`src/rtl/conv_2d_ctrl.sv`:
```
// Sequencer for the 3x3 conv_2d datapath: kernel load, pixel streaming, drain, valid tagging.
// Optional macro CONV_CTRL_STALL_CNT_EN adds o_stall_cnt (saturating STREAM bubble counter).
module conv_2d_ctrl #(
  parameter int unsigned IMG_W    = 640,
  parameter int unsigned IMG_H    = 480,
  parameter int unsigned CONV_LAT = 2
) (
  input  logic                       clk,
  input  logic                       i_rst,
  input  logic                       i_start,
  input  logic                       i_skip_knl,
  input  logic                       i_knl_valid,
  output logic                       o_knl_ready,
  input  logic                       i_pix_valid,
  output logic                       o_pix_ready,
  output logic                       o_load_knl,
  output logic                       o_en_conv,
  output logic                       o_out_valid,
  output logic [$clog2(IMG_W)-1:0]   o_out_col,
  output logic [$clog2(IMG_H)-1:0]   o_out_row,
`ifdef CONV_CTRL_STALL_CNT_EN
  output logic [31:0]                o_stall_cnt,
`endif
  output logic                       o_busy,
  output logic                       o_done
);

  localparam int unsigned CW = $clog2(IMG_W);
  localparam int unsigned RW = $clog2(IMG_H);
  localparam int unsigned DW = $clog2(CONV_LAT + 1);

  typedef enum logic [2:0] {StIdle, StLoadKnl, StStream, StDrain, StDone} state_e;

  state_e        state_q, state_d;
  logic [1:0]    knl_cnt_q, knl_cnt_d;
  logic [CW-1:0] col_q, col_d;
  logic [RW-1:0] row_q, row_d;
  logic [DW-1:0] drain_cnt_q, drain_cnt_d;
  logic          start_acc;
  logic          en;

  // Tag pipe mirrors the conv_2d stages; it only moves on enabled cycles.
  logic          pipe_vld_q [CONV_LAT];
  logic          pipe_vld_d [CONV_LAT];
  logic [CW-1:0] pipe_col_q [CONV_LAT];
  logic [CW-1:0] pipe_col_d [CONV_LAT];
  logic [RW-1:0] pipe_row_q [CONV_LAT];
  logic [RW-1:0] pipe_row_d [CONV_LAT];

  always_comb begin
    state_d     = state_q;
    knl_cnt_d   = knl_cnt_q;
    col_d       = col_q;
    row_d       = row_q;
    drain_cnt_d = drain_cnt_q;
    start_acc   = 1'b0;
    en          = 1'b0;
    o_knl_ready = 1'b0;
    o_load_knl  = 1'b0;
    o_pix_ready = 1'b0;
    o_done      = 1'b0;
    o_busy      = (state_q != StIdle);
    unique case (state_q)
      StIdle: begin
        if (i_start) begin
          start_acc   = 1'b1;
          knl_cnt_d   = '0;
          col_d       = '0;
          row_d       = '0;
          drain_cnt_d = '0;
          state_d     = i_skip_knl ? StStream : StLoadKnl;
        end
      end
      StLoadKnl: begin
        o_knl_ready = 1'b1;
        o_load_knl  = i_knl_valid;
        if (i_knl_valid) begin
          if (knl_cnt_q == 2'd2) begin
            knl_cnt_d = '0;
            state_d   = StStream;
          end else begin
            knl_cnt_d = knl_cnt_q + 2'd1;
          end
        end
      end
      StStream: begin
        o_pix_ready = 1'b1;
        en          = i_pix_valid;
        if (i_pix_valid) begin
          if (col_q == CW'(IMG_W - 1)) begin
            col_d = '0;
            if (row_q == RW'(IMG_H - 3)) begin
              row_d   = '0;
              state_d = StDrain;
            end else begin
              row_d = row_q + RW'(1);
            end
          end else begin
            col_d = col_q + CW'(1);
          end
        end
      end
      StDrain: begin
        en = 1'b1;
        if (drain_cnt_q == DW'(CONV_LAT - 1)) begin
          drain_cnt_d = '0;
          state_d     = StDone;
        end else begin
          drain_cnt_d = drain_cnt_q + DW'(1);
        end
      end
      StDone: begin
        o_done  = 1'b1;
        state_d = StIdle;
      end
      default: state_d = StIdle;
    endcase
  end

  always_comb begin
    for (int i = 0; i < CONV_LAT; i++) begin
      pipe_vld_d[i] = pipe_vld_q[i];
      pipe_col_d[i] = pipe_col_q[i];
      pipe_row_d[i] = pipe_row_q[i];
    end
    if (en) begin
      // Drain beats push invalid tags so flushed windows are never flagged.
      pipe_vld_d[0] = (state_q == StStream) && (col_q >= CW'(2));
      pipe_col_d[0] = col_q - CW'(2);
      pipe_row_d[0] = row_q;
      for (int i = 1; i < CONV_LAT; i++) begin
        pipe_vld_d[i] = pipe_vld_q[i-1];
        pipe_col_d[i] = pipe_col_q[i-1];
        pipe_row_d[i] = pipe_row_q[i-1];
      end
    end
  end

  always_ff @(posedge clk) begin
    if (i_rst) begin
      state_q     <= StIdle;
      knl_cnt_q   <= '0;
      col_q       <= '0;
      row_q       <= '0;
      drain_cnt_q <= '0;
      for (int i = 0; i < CONV_LAT; i++) begin
        pipe_vld_q[i] <= 1'b0;
        pipe_col_q[i] <= '0;
        pipe_row_q[i] <= '0;
      end
    end else begin
      state_q     <= state_d;
      knl_cnt_q   <= knl_cnt_d;
      col_q       <= col_d;
      row_q       <= row_d;
      drain_cnt_q <= drain_cnt_d;
      for (int i = 0; i < CONV_LAT; i++) begin
        pipe_vld_q[i] <= pipe_vld_d[i];
        pipe_col_q[i] <= pipe_col_d[i];
        pipe_row_q[i] <= pipe_row_d[i];
      end
    end
  end

  assign o_en_conv   = en;
  assign o_out_valid = en & pipe_vld_q[CONV_LAT-1];
  assign o_out_col   = o_out_valid ? pipe_col_q[CONV_LAT-1] : '0;
  assign o_out_row   = o_out_valid ? pipe_row_q[CONV_LAT-1] : '0;

`ifdef CONV_CTRL_STALL_CNT_EN
  logic [31:0] stall_cnt_q, stall_cnt_d;

  always_comb begin
    stall_cnt_d = stall_cnt_q;
    if (start_acc) begin
      stall_cnt_d = '0;
    end else if ((state_q == StStream) && !i_pix_valid && (stall_cnt_q != '1)) begin
      stall_cnt_d = stall_cnt_q + 32'd1;
    end
  end

  always_ff @(posedge clk) begin
    if (i_rst) begin
      stall_cnt_q <= '0;
    end else begin
      stall_cnt_q <= stall_cnt_d;
    end
  end

  assign o_stall_cnt = stall_cnt_q;
`else
  logic unused_start_acc;
  assign unused_start_acc = start_acc;
`endif

endmodule
```
`config.mk`:
```
export PLATFORM = sky130hd
export DESIGN_NAME = conv_2d_ctrl
export DESIGN_NICKNAME = d
export VERILOG_FILES = /design/src/rtl/conv_2d_ctrl.sv
export SDC_FILE = /design/constraint.sdc
export NUM_CORES = 1
export LEC_CHECK = 0
export CORE_MARGIN = 2
export CORE_UTILIZATION = 56
export CTS_CLUSTER_SIZE = 40
export DETAILED_ROUTE_END_ITERATION = 12
export PLACE_DENSITY_LB_ADDON = 0.3
export SLEW_MARGIN = 20
export SYNTH_ARGS = -nofsm -noshare
export SYNTH_HDL_FRONTEND = slang
export SYNTH_SLANG_ARGS = --single-unit
```
`constraint.sdc`:
```
create_clock -name clk -period 2.1 [get_ports clk]
set_input_delay 0.315 -clock clk [delete_from_list [all_inputs] [get_ports clk]]
set_output_delay 0.315 -clock clk [all_outputs]
set_load 0.05 [all_outputs]
```
Word level (Yosys, flattened, before mapping)

Memory sizes are Yosys's and may differ from the RTL's.
Index checks and enable logic that the tools add are counted.

Memory bits (writable): 40
Latch bits: 0
Word-level logic and storage cells: 90
Input bits: 6
Memory bits (read-only): 0
Memories kept: 3
Flip-flop bits (word level): 26
Output and inout bits: 26

Memory list:

| name       | words | bits a word | read ports | clocked after Yosys merged registers in | wr ports | RTL line | source |
|---|---|---|---|---|---|---|---|
| pipe_col_q | 2     | 10          | 2          | 0                                       | 2        | 45       | `logic [CW-1:0] pipe_col_q [CONV_LAT];` |
| pipe_row_q | 2     | 9           | 2          | 0                                       | 2        | 47       | `logic [RW-1:0] pipe_row_q [CONV_LAT];` |
| pipe_vld_q | 2     | 1           | 2          | 0                                       | 2        | 43       | `logic pipe_vld_q [CONV_LAT];` |

$mul: 0
Div/mod/pow operators: 0
Add/subtract/negate cells: 5
Shift operators: 0
Eq/ne operators: 15
Order comparisons: 1
Muxes and demuxes: 43
Reductions and logical operators: 11
Bitwise logic cells: 7

Operator list:

| kind                    | number |
|---|---|
| $mux W9                 | 7 |
| $mux W10                | 6 |
| $mux W3                 | 7 |
| $mux W20                | 1 |
| $pmux W10 S2            | 1 |
| $mux W18                | 1 |
| $pmux W9 S2             | 1 |
| $ne A2 B2 Y1 const B    | 7 |
| $mux W2                 | 6 |
| $pmux W3 S4             | 1 |
| $add A10 B1 Y10 const B | 1 |
| $eq A10 B10 Y1 const B  | 1 |
| $ge A10 B2 Y1 const B   | 1 |
| $sub A10 B2 Y10 const B | 1 |
| $add A9 B1 Y9 const B   | 1 |
| $eq A9 B9 Y1 const B    | 1 |
| $mux W1                 | 9 |
| $pmux W2 S2             | 2 |
| $reduce_and A7 Y1       | 1 |
| $eq A3 B2 Y1 const B    | 2 |
| $or A1 B1 Y1            | 6 |
| $reduce_and A3 Y1       | 2 |
| $reduce_bool A2 Y1      | 3 |
| $add A2 B1 Y2 const B   | 2 |
| other kinds (11)        | 11 |

Logic depth before layout (Yosys ltp)

Gate-level depths: netlist of run 1.

Word-level depth: 5
Gate-level depth with buffers: 8
Depth with buffers taken out: 6

Worst setup path before layout of run 1

No wires, ideal clock.

Path kind: reg2out
Start point: register state_q[2]
End point: output o_out_valid
Arrival time: 1958 ps
Required time: 1785 ps
Slack: -173 ps
Buffers on the path: 2
Cell stages (with the launch flop): 7
Cell sequence: dfxtp_1 > buf_2 > inv_1 > o211ai_1 > inv_2 > clkbuf_1 > and2_1

Longest elaborated chain between the ends: 3
Elaborated cells between the ends (all ways): 4
Those cells by class: eq/ne: 2; mux: 1; bitwise: 1

RTL lines:

| what                   | RTL line | source |
|---|---|---|
| start, declared        | 34       | `state_e state_q, state_d;` |
| start signal, assigned | 141      | `state_q <= StIdle;` |
| start signal, assigned | 152      | `state_q <= state_d;` |
| $eq A3 B2 Y1           | 63       | `unique case (state_q)` |
| $pmux W1 S2 *          | 63       |  |
| named net o_en_conv    | 17       | `output logic o_en_conv,` |
| $and A1 B1 Y1 *        | 166      | `assign o_out_valid = en & pipe_vld_q[CONV_LAT-1];` |
| end, declared          | 18       | `output logic o_out_valid,` |

Mark *: on every way through the listed nets, which the timed path passes. The rest lies on a longest branch.

Worst setup path after layout of run 1

Start point: input i_pix_valid
End point: output o_out_col[6]

Longest elaborated chain between the ends: 3

RTL lines:

| what            | RTL line | source |
|---|---|---|
| start, declared | 14       | `input logic i_pix_valid,` |
| $pmux W1 S2     | 63       |  |
| $and A1 B1 Y1   | 166      |  |
| $mux W10        | 167      | `assign o_out_col = o_out_valid ? pipe_col_q[CONV_LAT-1] : '0;` |
| end, declared   | 19       | `output logic [$clog2(IMG_W)-1:0] o_out_col,` |

Every way passes these cells.

==> results of run 1 <==
[worst max-delay path, cell delays in order]
cell and delay [ns]:
clkdlybuf4s50_1 0.47, o211ai_1 0.33, inv_4 0.17, and3_1 0.26, buf_12 0.16
[worst max-delay path by stage]
| stage | endpoint | slack, ns |
|---|---|---|
| after CTS | o_out_col[6] | 0.04 |
| after global placement | row_q[5] | 0.05 |
| after global routing | o_out_col[6] | 0.02 |
| final | o_out_col[6] | 0.08 |
| after floorplan | o_done | 0.06 |
| after detailed placement | row_q[5] | 0.02 |
[cell usage after synthesis, types with 2 or more instances]
| library cell | number |
|---|---|
| a211oi_1 | 10 |
| a21oi_1 | 47 |
| a22oi_1 | 3 |
| a31oi_1 | 3 |
| a32oi_1 | 5 |
| and2_1 | 4 |
| and3_1 | 20 |
| and4_1 | 3 |
| and4b_1 | 2 |
| and4bb_1 | 2 |
| buf_2 | 7 |
| clkbuf_1 | 22 |
| dfxtp_1 | 66 |
| ha_1 | 6 |
| inv_1 | 7 |
| nand2_1 | 72 |
| nand3_1 | 11 |
| nand3b_1 | 5 |
| nand4_1 | 6 |
| nor2_1 | 31 |
| nor2b_1 | 4 |
| nor3_1 | 3 |
| nor4_1 | 4 |
| o21ai_0 | 4 |
| o31ai_1 | 2 |
| or3_1 | 4 |
| or4_1 | 4 |
| xnor2_1 | 6 |
| xor2_1 | 8 |
[cells in the final DEF (no fill, tap or decap), types with 5 or more instances in the layout]
cell and instances:
buf_4 20, xnor2_1 6, clkbuf_8 12, xor2_1 8, nor2_1 31, dfxtp_1 65
ha_1 6, inv_1 7, a21oi_1 47, nand3_1 11, a211oi_1 10, buf_12 24
and3_1 20, nand4_1 6, nand3b_1 5, a32oi_1 5, nand2_1 72
[routing by layer]
layer,track usage,vias to the layer above,part of all wire
met5,0,-,0
li1,-,1462,-
met2,0.386,62,0.49
met3,0.0386,8,0.038
met1,0.274,1329,0.46
met4,0.0966,0,0.011
[logic make-up (layout without fill, tap and decap cells)]
| kind of cell | Yosys count | in the layout | share of synthesized area |
|---|---|---|---|
| simple gates | 186 | 186 | 0.304 |
| compound gates | 82 | 82 | 0.159 |
| xor+xnor | 14 | 14 | 0.0386 |
| mux | 2 | 2 | 0.00670 |
| flops | 66 | 66 | 0.416 |
| fa+ha+maj | 6 | 6 | 0.0236 |
| buf+inv | 40 | 74 | 0.0520 |
[area by class of cell]
| cell class | count | area (um^2) |
|---|---|---|
| fillers | 428 | 1500 |
| clock inverters | 4 | 25.0 |
| clock buffers | 12 | 165 |
| multi-input cells | 290 | 1690 |
| repair buffers | 49 | 676 |
| well taps | 72 | 90.1 |
| inverters | 9 | 37.5 |
| flip-flops and latches | 66 | 1320 |
[power by group through the flow]
| stage | logic, uW | clock network, uW | registers (uW) |
|---|---|---|---|
| 4_1_cts | 1230 | 999 | 1440 |
| 2_1_floorplan | 878 | 0 | 1430 |
| 3_5_place_dp | 1220 | 0 | 1460 |
| 5_1_grt | 1350 | 1060 | 1460 |
| 3_3_place_gp | 1190 | 0 | 1460 |
| 6_report | 1230 | 980 | 1440 |
[state kept, by name, indices dropped and copies added, names as in the netlist]
signal       count
pipe_row_q      18
pipe_vld_q       2
drain_cnt_q      2
col_q           10
row_q            9
state_q          3
knl_cnt_q        2
pipe_col_q      20
[timing repair]
| action | CTS | global route |
|---|---|---|
| setup endpoints to repair | 21 | 21 |
| resized for setup | 1 | 1 |
| setup buffers | 0 | 0 |
| hold buffers | 0 | 0 |
| hold endpoints to repair | 0 | 0 |
[stage by stage]
step / power (uW) / setup slack (ns)
after floorplan: 2310 / 0.0643
after global placement: 2650 / 0.0526
after detailed placement: 2680 / 0.0152
after CTS: 3660 / 0.0375
after global routing: 3860 / 0.0181
final: 3650 / 0.0792
==> qor.yml, run 1 <==
setup_path:
  critPathCaptureType: "output port"
  path_class: "input port to output port"
  cp-start-kind: "input port"
  setup.worst_path.start: "i_pix_valid"
  worstPathArrival_ns: 1.71
  worst-r2r-cell-count: 4
  r2r_start: "col_q[5]"
  worstPathMaxFanout: 26
  reg2reg_to: "row_q[6]"
  crit_required_ns: 1.78
  regToRegSetupSlack_ns: 0.26
floorplanning:
  num_rows: 27
  dieHeight_um: 79.3
  coreArea_mm2: 0.00551
  start_util: 0.577
  dieWidth_um: 79.3
  dieArea_mm2: 0.00629
  io_pins: 32
synthesis:
  ys_ff_latch: 66
  async_reset_ff_frac: 0
  ys_types: 54
  seq_area_frac_synth: 0.416
  synth_area_leader_cell: "dfxtp_1"
  synth_top_cell_area_share: 0.416
  synth_edf_count: 0
  avgSynthCellArea_um2: 8.02
  synth_area_leaders: "dfxtp_1, nand2_1, a21oi_1"
  synth_warnings: 0
  synth_area_mm2: 0.00318
  synth.net_count: 408
  synth_cells: 396
  synth_flop_cell: "dfxtp_1"
global_routing:
  track_usage: 0.224
  grt_pass1_vias: 2542
  antenna_found_initial: 0
  grt_max_degree: 33
  grt_pass1_wl_um: 11200
  grt_overflow: 0
final_layout:
  area_delta_synth_final_pct: 26.1
  layout-drive-gt1-share: 0.165
  finalInstanceArea_mm2: 0.00401
  final_cells: 502
  diodes: 0
  nets: 437
  final_util: 0.728
drt:
  drc_errors: 0
  drtPass1Iterations: 4
  wirelength_um: 6730
  initialDrtViolationCount: 174
  final_antenna_net_count: 0
  vias: 2861
  avgViaCountPerCell: 5.70
  wire_per_inst_um: 13.4
placed_design:
  place_area_mm2: 0.00381
  place.gp.congestion: 0.887
  dp_cells: 486
  dp_hpwl_um: 4630
  port-buffer-count: 31
clock_tree:
  ctsLongestPathBuffers: 2
  path_clk_slew_ns: 0.06
  root_buffer: "clkbuf_8"
  htree_levels: 3
  cts_buffers: 9
  clk_latency_ns: 0.34
  tritoncts: "yes"
  clock-sinks: 66
sta:
  finalHoldViolCount: 0
  skew_ns: 0.00534
  timing.hold.ws_ns: 0.414
  setup_violations: 0
  period_share: 0.962
  tns_ns: 0
  slew_violations: 0
  max_freq_ghz: 0.495
  fin_crit_ns: 2.02
  worst-slew-pin-transition_ns: 0.592
  slew_headroom: 0.602
  rsz0062_at_grt: "false"
worst_hold_path:
  min_from: "i_rst"
  holdPathStages: 2
  min_to: "pipe_vld_q[0][0]"
  worstHoldPathType: "input port to flop"
power_and_ir_drop:
  comb_power_share: 0.337
  power_leakage_uw: 0.00154
  power_switching_uw: 1310
  p_seq_frac: 0.395
  switching_share: 0.358
  power_density_mw_per_mm2: 911
  internal_power_uw: 2340
  clkPwrFrac: 0.269
  ir_drop_mv: 0.885
job:
  maxCapViolCount: 0
run_status:
  status: "complete, no violations"
(Power assumes the default switching activity.)
==> inputs of run 2 (changes only) <==
--- a/config.mk
+++ b/config.mk
@@ -5,11 +5,13 @@
 export SDC_FILE = /design/constraint.sdc
 export NUM_CORES = 1
 export LEC_CHECK = 0
+export CORE_ASPECT_RATIO = 1.4
 export CORE_MARGIN = 2
 export CORE_UTILIZATION = 56
 export CTS_CLUSTER_SIZE = 40
 export DETAILED_ROUTE_END_ITERATION = 12
 export PLACE_DENSITY_LB_ADDON = 0.3
+export RECOVER_POWER = 100
 export SLEW_MARGIN = 20
 export SYNTH_ARGS = -nofsm -noshare
 export SYNTH_HDL_FRONTEND = slang
==> qor.yml, run 2 (synthesis gave the netlist of run 1 again) <==
run_status:
  status: "complete, no violations"
setup_path:
  cp_slowest_cell: "dfxtp_1"
  cp-start-kind: "flop"
  regToRegSetupSlack_ns: 0.16  # -0.10 ns
  cp.buffers_inverters: 2  # -1
  critPathTopFamily: "buffers and inverters"
  reg2reg_to: "row_q[7]"
  setup.worst_path.start: "state_q[1]"
  crit_required_ns: 1.78  # about the same
  cp_slowest_stage_delay_ns: 0.44  # -0.03 ns
  path_cells: "clkbuf_1 -> and4bb_1 -> buf_12"
  worstPathMaxFanout: 13  # -50%
  path_class: "flop to output port"
  worst-r2r-cell-count: 7  # +3
  r2r_start: "col_q[0]"
  critPathCaptureType: "output port"
  worstPathArrival_ns: 1.69  # -0.02 ns
final_layout:
  final_util: 0.721  # -0.00676
  top_register: "pipe_col_q"
  multi_input_area_mm2: 0.00169  # unchanged
  diodes: 0  # unchanged
  fillers: 415  # -3.0%
  layout-drive-gt1-share: 0.156  # -0.00879
  reg_top3: "pipe_col_q: 20 flops, pipe_row_q: 18 flops, col_q: 10 flops"
  largest_reg_flops: 20  # unchanged
  layout_common_cells: "nand2_1, dfxtp_1, a21oi_1"
  seq_area_mm2: 0.00132  # about the same
  final_cells: 503  # +0.20%
  final_common_cell: "nand2_1"
  area_delta_synth_final_pct: 24.5
  nets: 442  # +1.1%
clock_tree:
  path_clk_slew_ns: 0.07  # about the same
  tritoncts: "yes"
  clock-sinks: 66  # unchanged
  root_buffer: "clkbuf_8"
  ctsLongestPathBuffers: 2  # unchanged
  postCtsHoldBufs: 0  # unchanged
  cts_buffers: 9  # unchanged
  clk_latency_ns: 0.34  # about the same
  htree_levels: 3  # unchanged
sta:
  setup_violations: 0  # unchanged
  slew_violations: 0  # unchanged
  max_freq_ghz: 0.498  # +0.72%
  skew_ns: 0.00642  # +0.00108 ns
  worst-slew-pin-transition_ns: 0.616  # +0.0241 ns
  fin_crit_ns: 2.01  # -0.0145 ns
  period_share: 0.955  # -0.00692
  timing.hold.ws_ns: 0.337  # -0.0768 ns
  rsz0062_at_grt: "false"
  slew_headroom: 0.589  # -0.0124
  finalHoldViolCount: 0  # unchanged
  tns_ns: 0  # unchanged
floorplanning:
  dieArea_mm2: 0.00630  # +0.13%
  dieWidth_um: 67.7  # -15%
  start_util: 0.579  # +0.00224
  io_pins: 32  # unchanged
  coreArea_mm2: 0.00549  # -0.39%
  num_rows: 32  # +19%
  dieHeight_um: 93.1  # +17%
drt:
  vias: 2947  # +3.0%
  met2WireLength_um: 3740  # +13%
  top_layer: "met4"
  drtPass1Iterations: 5  # +1
  avgViaCountPerCell: 5.86  # +2.8%
  final_antenna_net_count: 0  # unchanged
  wl_met3_um: 302  # +18%
  drc_errors: 0  # unchanged
  wl_met1_um: 2880  # -7.1%
  initialDrtViolationCount: 192  # +10%
  wirelength_um: 7070  # +5.0%
  wire_per_inst_um: 14.0  # +4.8%
global_routing:
  grt_pass1_vias: 2762  # +8.7%
  antenna_found_initial: 0  # unchanged
  track_usage: 0.245  # +0.0213
  grt_max_degree: 32  # -3.0%
  grt_pass1_wl_um: 11900  # +6.7%
  grt_overflow: 0  # unchanged
placed_design:
  dp_hpwl_um: 4970  # +7.2%
  port-buffer-count: 31  # unchanged
  dp_cells: 486  # unchanged
  place.gp.congestion: 0.888  # +0.11%
job:
  maxCapViolCount: 0  # unchanged
worst_hold_path:
  worstHoldPathType: "input port to flop"
  min_to: "knl_cnt_q[0]"
  holdPathStages: 2  # unchanged
  min_from: "i_rst"
power_and_ir_drop:
  ir_drop_mv: 0.892  # +0.80%
  power_density_mw_per_mm2: 939  # +3.0%
  power_leakage_uw: 0.00153  # -1.0%
## run 2: cell types whose count changed in the layout (fill, tap and decap cells not counted), sizes merged
cell / previous run / this run
clkinvlp: 2 / 1
buf: 45 / 36
clkbuf: 12 / 26
bufinv: 0 / 1
## run 2: how the worst max path moves through the flow
| stage | endpoint | depth (start not counted) |
|---|---|---|
| floorplan | o_done | 3 |
| CTS | o_out_col[2] | 4 |
| global route | o_out_col[4] | 6 |
| detailed placement | row_q[7] | 7 |
| finish | o_load_knl | 3 |
| global placement | row_q[7] | 7 |
## run 2: report_power, final
| group | internal (uW) | switching [uW] |
|---|---|---|
| logic | 444 | 771 |
| registers | 1350 | 95.9 |
| clock network | 581 | 470 |
| total | 2370 | 1340 |
## run 2: what timing repair did
action	CTS	global route
endpoints found under the setup margin	21	20
buffers inserted	0	1
gates resized for setup	2	2
pin swaps	0	1
## run 2: metal layers
layer,track usage,vias to the layer above
li1,-,1461
met1,0.273,1397
met2,0.434,72
met3,0.0457,17
met4,0.117,0
met5,0,-
## run 2: per-stage QoR
stage               power (uW)  setup slack (ns)  instance area [um^2]
finish                    3710            0.0937                  3950
global route              3910            0.0144                  3950
CTS                       3780            0.0273                  4040
detailed placement        2720           -0.0789                  3840
global placement          2690            0.0297                  3840
floorplan                 2310            0.0643                  3180
## run 2: final cells by class
type | count | share of cell area
Multi-Input combinational cell | 290 | 0.428
Clock inverter | 4 | 0.0130
Tap cell | 68 | 0.0215
Timing Repair Buffer | 54 | 0.156
Clock buffer | 12 | 0.0367
Sequential cell | 66 | 0.335
Inverter | 9 | 0.0101
==> RTL change 1, RTL diff (settings of run 1) <==
Set the parameter `CONV_LAT` to 1 (it was 2).
--- a/src/rtl/conv_2d_ctrl.sv
+++ b/src/rtl/conv_2d_ctrl.sv
@@ -4,5 +4,5 @@
   parameter int unsigned IMG_W    = 640,
   parameter int unsigned IMG_H    = 480,
-  parameter int unsigned CONV_LAT = 2
+  parameter int unsigned CONV_LAT = 1
 ) (
   input  logic                       clk,
Function: changed (Yosys sat finds a counterexample within 10 cycles, from zero or initial values and one cycle with i_rst high).
==> RTL change 1 against run 1 <==
Largest cell class unchanged; utilization increased by 2.6 points; critical path depth stayed put; maximum frequency shrank 4.5%; largest power group is now combinational cells; sequential cell count is 22 lower; power shrank 29%; synthesized area fell by 28%; the flow now finishes with violations (setup timing); setup slack lost 0.096 ns; routed wire length is 22% lower; final cell count down 21%; design area decreased by 25%; first-iteration DRC count shrank 23%; synthesized cell count down 25%; combinational power shrank 20%.
==> RTL change 1: results (changes against run 1) <==
[placed_design]
dpl_worst_slack_ns = -0.0130  ; -0.0282 ns
hpwl_mm = 3.63  ; -22%
placed_area_um2 = 2830  ; -26%
gp_congestion = 0.882  ; -0.61%

[min_path]
hp-start = pipe_row_q[0][2]$_SDFFE_PP0P_

[global_routing]
grt_max_degree = 38  ; +15%
grt_pass1_wl_mm = 8.39  ; -25%
grt_use_total_pct = 24.0  ; +1.6 points

[yosys]
syn_nets = 310  ; -24%
synth_area_leaders = dfxtp_1, nand2_1, and3_1
synthAdderAreaFrac_pct = 3.26  ; +0.90 points
synth_compound_area_share_pct = 13.9  ; -2.0 points
synthMuxAreaShare_pct = 0.924  ; +0.25 points
yosysMostFrequentCell = dfxtp_1
synth-seq-area-share_pct = 38.3  ; -3.3 points
synthCells = 298  ; -25%
yosys-top-cells-count = dfxtp_1, nand2_1, nor2_1, and3_1, clkbuf_1

[pwr]
peakVddDrop_mv = 0.603  ; -32%
p_int_w = 0.00169  ; -28%
p_seq_share_pct = 37.0  ; -2.5 points

[status]
violations = setup timing
outcome = complete, but fails checks

[route]
drt_first_iter_violations = 134  ; -23%
vias = 2237  ; -22%

[cts]
numCtsBuffers = 5  ; -4
path_clk_slew_ns = 0.08  ; +0.02 ns

[worst_setup_path]
critPathMaxFanout = 4  ; -85%
endpoint = row_q[5]$_SDFFE_PP0P_
ff2ff_path_depth = 5  ; +1

[timing]
worst_slack_ns = -0.0164  ; -0.0956 ns
finalSetupViolCount = 1  ; +1
fin_setup_tns_ns = -0.0164  ; -0.0164 ns

[layout]
fin_cells = 398  ; -21%
drive_gt1_share_pct = 26.1  ; +9.6 points

RTL change 1: changes by cell type in the layout (fill, tap and decap cells not counted), moves of 7 or more:
cell	change
buf_12	-21
and3_2	+10
clkbuf_8	-7
and3_1	-7
buf_4	+33
nand2_1	-33
dfxtp_1	-24
a21oi_1	-28
RTL change 1: per-layer routing:
layer	global-route usage, %	wire, um
met5	0	0
met4	9.50	105
met3	5.92	274
met2	37.7	2430
met1	31.6	2410
RTL change 1: critical path, delay by kind of cell (launching register included):
family	cells	cell delay, ns
simple gates	5	1.75
flops	1	0.32
RTL change 1: area by class of cell:
class	count	area [um2]	share of cell area, %
sequential	44	885	29.5
timing repair buffer	65	567	18.9
inverter	10	37.5	1.25
tap	50	62.6	2.09
multi-input combinational	221	1340	44.6
clock inverter	2	35.0	1.17
clock buffer	6	72.6	2.42
RTL change 1: repair_timing:
action	CTS	global route
pin swaps	1	1
endpoints found under the setup margin	1	16
resized for setup	2	6
gates cloned	0	1
buffers inserted	0	2
==> RTL change 2, RTL diff (config.mk and constraints of run 1) <==
Made on the original files. The 5 states of `state_e` get a one-hot encoding in 5 bits.
--- a/src/rtl/conv_2d_ctrl.sv
+++ b/src/rtl/conv_2d_ctrl.sv
@@ -30,5 +30,5 @@
   localparam int unsigned DW = $clog2(CONV_LAT + 1);
 
-  typedef enum logic [2:0] {StIdle, StLoadKnl, StStream, StDrain, StDone} state_e;
+  typedef enum logic [4:0] {StIdle = 5'b00001, StLoadKnl = 5'b00010, StStream = 5'b00100, StDrain = 5'b01000, StDone = 5'b10000} state_e;
 
   state_e        state_q, state_d;
Behaviour: same outputs for any inputs over 10 cycles, from zero or initial values and one cycle with i_rst high; not proved beyond that.
==> RTL change 2 against run 1 <==
Die area down 0.49%; routed wire length down 1.0%; maximum frequency decreased by 1.1%; first-iteration DRC count increased by 40%; design area is 2.2% higher; synthesized area down 0.51%; sequential cell count grew 2; setup slack got worse by 0.023 ns; critical endpoint is now o_pix_ready; highest routed layer unchanged.
Power is not compared: it rests on default switching activity, and its combinational part moved more than twofold at a synthesized area within 25%.
==> RTL change 2: results (changes against run 1) <==
[route]
first_pass_iters = 5  ; +1
vias = 2869  ; +0.28%
routedWlPerCell_um = 12.9  ; -4.1%
drt_first_iter_violations = 243  ; +40%
routed_wl_mm = 6.66  ; -1.0%

[yosys]
dominantRegCellSynth = dfxtp_1
synth_compound_area_share_pct = 15.2  ; -0.71 points
yosys-top-cells-count = nand2_1, dfxtp_1, a21oi_1, nor2_1, and3_1
syn_nets = 411  ; +0.74%
async_flop_share_pct = 0  ; unchanged
synthAdderAreaFrac_pct = 2.38  ; +0.012 points
synth_area_leaders = dfxtp_1, nand2_1, a21oi_1
synthMuxAreaShare_pct = 0.317  ; -0.35 points
synthXorXnorAreaFrac_pct = 3.60  ; -0.26 points
synth-seq-area-share_pct = 43.1  ; +1.5 points
synth.distinct_cells = 46  ; -15%
synthCells = 399  ; +0.76%

[timing]
relSlewSlack_pct = 59.9  ; -0.31 points
holdWs_ns = 0.272  ; -0.142 ns
fin_worst_skew_ns = 0.0107  ; +0.00541 ns

[global_routing]
grt_pass1_wl_mm = 11.6  ; +3.5%
grt_max_degree = 59  ; +79%
grt_use_total_pct = 23.4  ; +0.98 points
grt_overflow = 0  ; unchanged
grt_pass1_vias = 2671  ; +5.1%

[min_path]
min_path_type = in -> reg
hp-start = i_rst
hold_end = state_q[0]$_SDFFE_PP1P_
min_path_cells = 3  ; +1

[worst_setup_path]
critPathMaxFanout = 6  ; -77%
critical_path.startpoint = state_q[1]$_SDFFE_PP0P_
worst_r2r_endpoint = col_q[9]$_SDFFE_PP0P_
cp_data_arrival_time_ns = 1.73  ; +0.02 ns
ff2ff_path_depth = 5  ; +1
rrSetupSlack_ns = 0.18  ; -0.08 ns

[placed_design]
dpl_worst_slack_ns = -0.0322  ; -0.0474 ns
placed_area_um2 = 3870  ; +1.5%
gp_congestion = 0.862  ; -2.8%
dpl.cell_count = 502  ; +3.3%
hpwl_mm = 4.58  ; -1.2%

[layout]
diodes = 0  ; unchanged
nNetsFinal = 453  ; +3.7%
drive_gt1_share_pct = 19.1  ; +2.5 points

[cts]
htreeDepth = 3  ; unchanged
post_cts_buffers = 0  ; unchanged
clk_latency_ns = 0.34  ; about the same
numCtsBuffers = 9  ; unchanged
cts.path.max_buffers = 2  ; unchanged
cts_root_buf = clkbuf_8

[status]
outcome = finished, final reports clean

[pwr]
power_leakage_nw = 1.57
peakVddDrop_mv = 0.426

-- RTL change 2: changes by cell type in the layout (fill, tap and decap cells not counted), moves of 4 or more --
cell,delta
a32oi_1,-5
buf_4,+4
inv_1,+5
nand2_1,+7
nand3_1,-5
nor2_1,+6
nor3_1,+6
or4_1,-4
xor2_1,-4
-- RTL change 2: cell type report --
type                            count  area, um2
Multi-Input combinational cell    294       1670
Clock inverter                      6       63.8
Fill cell                         400       1380
Sequential cell                    68       1370
Clock buffer                       10        128
Tap cell                           72       90.1
Timing Repair Buffer               54        719
Inverter                           14       55.1
-- RTL change 2: how the worst max path moves through the flow --
stage,to,slack [ns],cells past startpoint
CTS,o_pix_ready,0.008,5
detailed placement,pipe_col_q[0][5]$_SDFFE_PP0P_,-0.03,8
global route,o_pix_ready,0.008,5
floorplan,o_out_valid,0.02,5
finish,o_pix_ready,0.06,5
global placement,pipe_col_q[0][5]$_SDFFE_PP0P_,-0.003,8
-- RTL change 2: power breakdown --
part	leakage (nW)	total, W	switching (W)	internal, W
sequential	0.550	0.00133	0.0000219	0.00130
clock	0.0927	0.00105	0.000497	0.000548
combinational	0.925	0.000266	0.000173	0.0000922
total	1.57	0.00264	0.000692	0.00194
-- RTL change 2: worst max-delay path: stages, from the launching register on --
cell,delay (ns)
dfxtp_4,0.37
or3_4,0.39
or2_4,0.27
buf_4,0.16
inv_4,0.07
buf_12,0.13
-- RTL change 2: what timing repair did --
| action | 4_1_cts | 5_1_grt |
|---|---|---|
| gates resized for setup | 6 | 9 |
| pin swaps | 0 | 2 |
| setup endpoints to repair | 22 | 24 |
-- RTL change 2: routing by layer --
layer	GRT usage [%]	vias to the layer above	wire length (um)
met4	13.8	0	101
li1	-	1460	-
met2	39.9	59	3390
met1	27.5	1339	2940
met3	3.98	11	227
met5	0	-	0
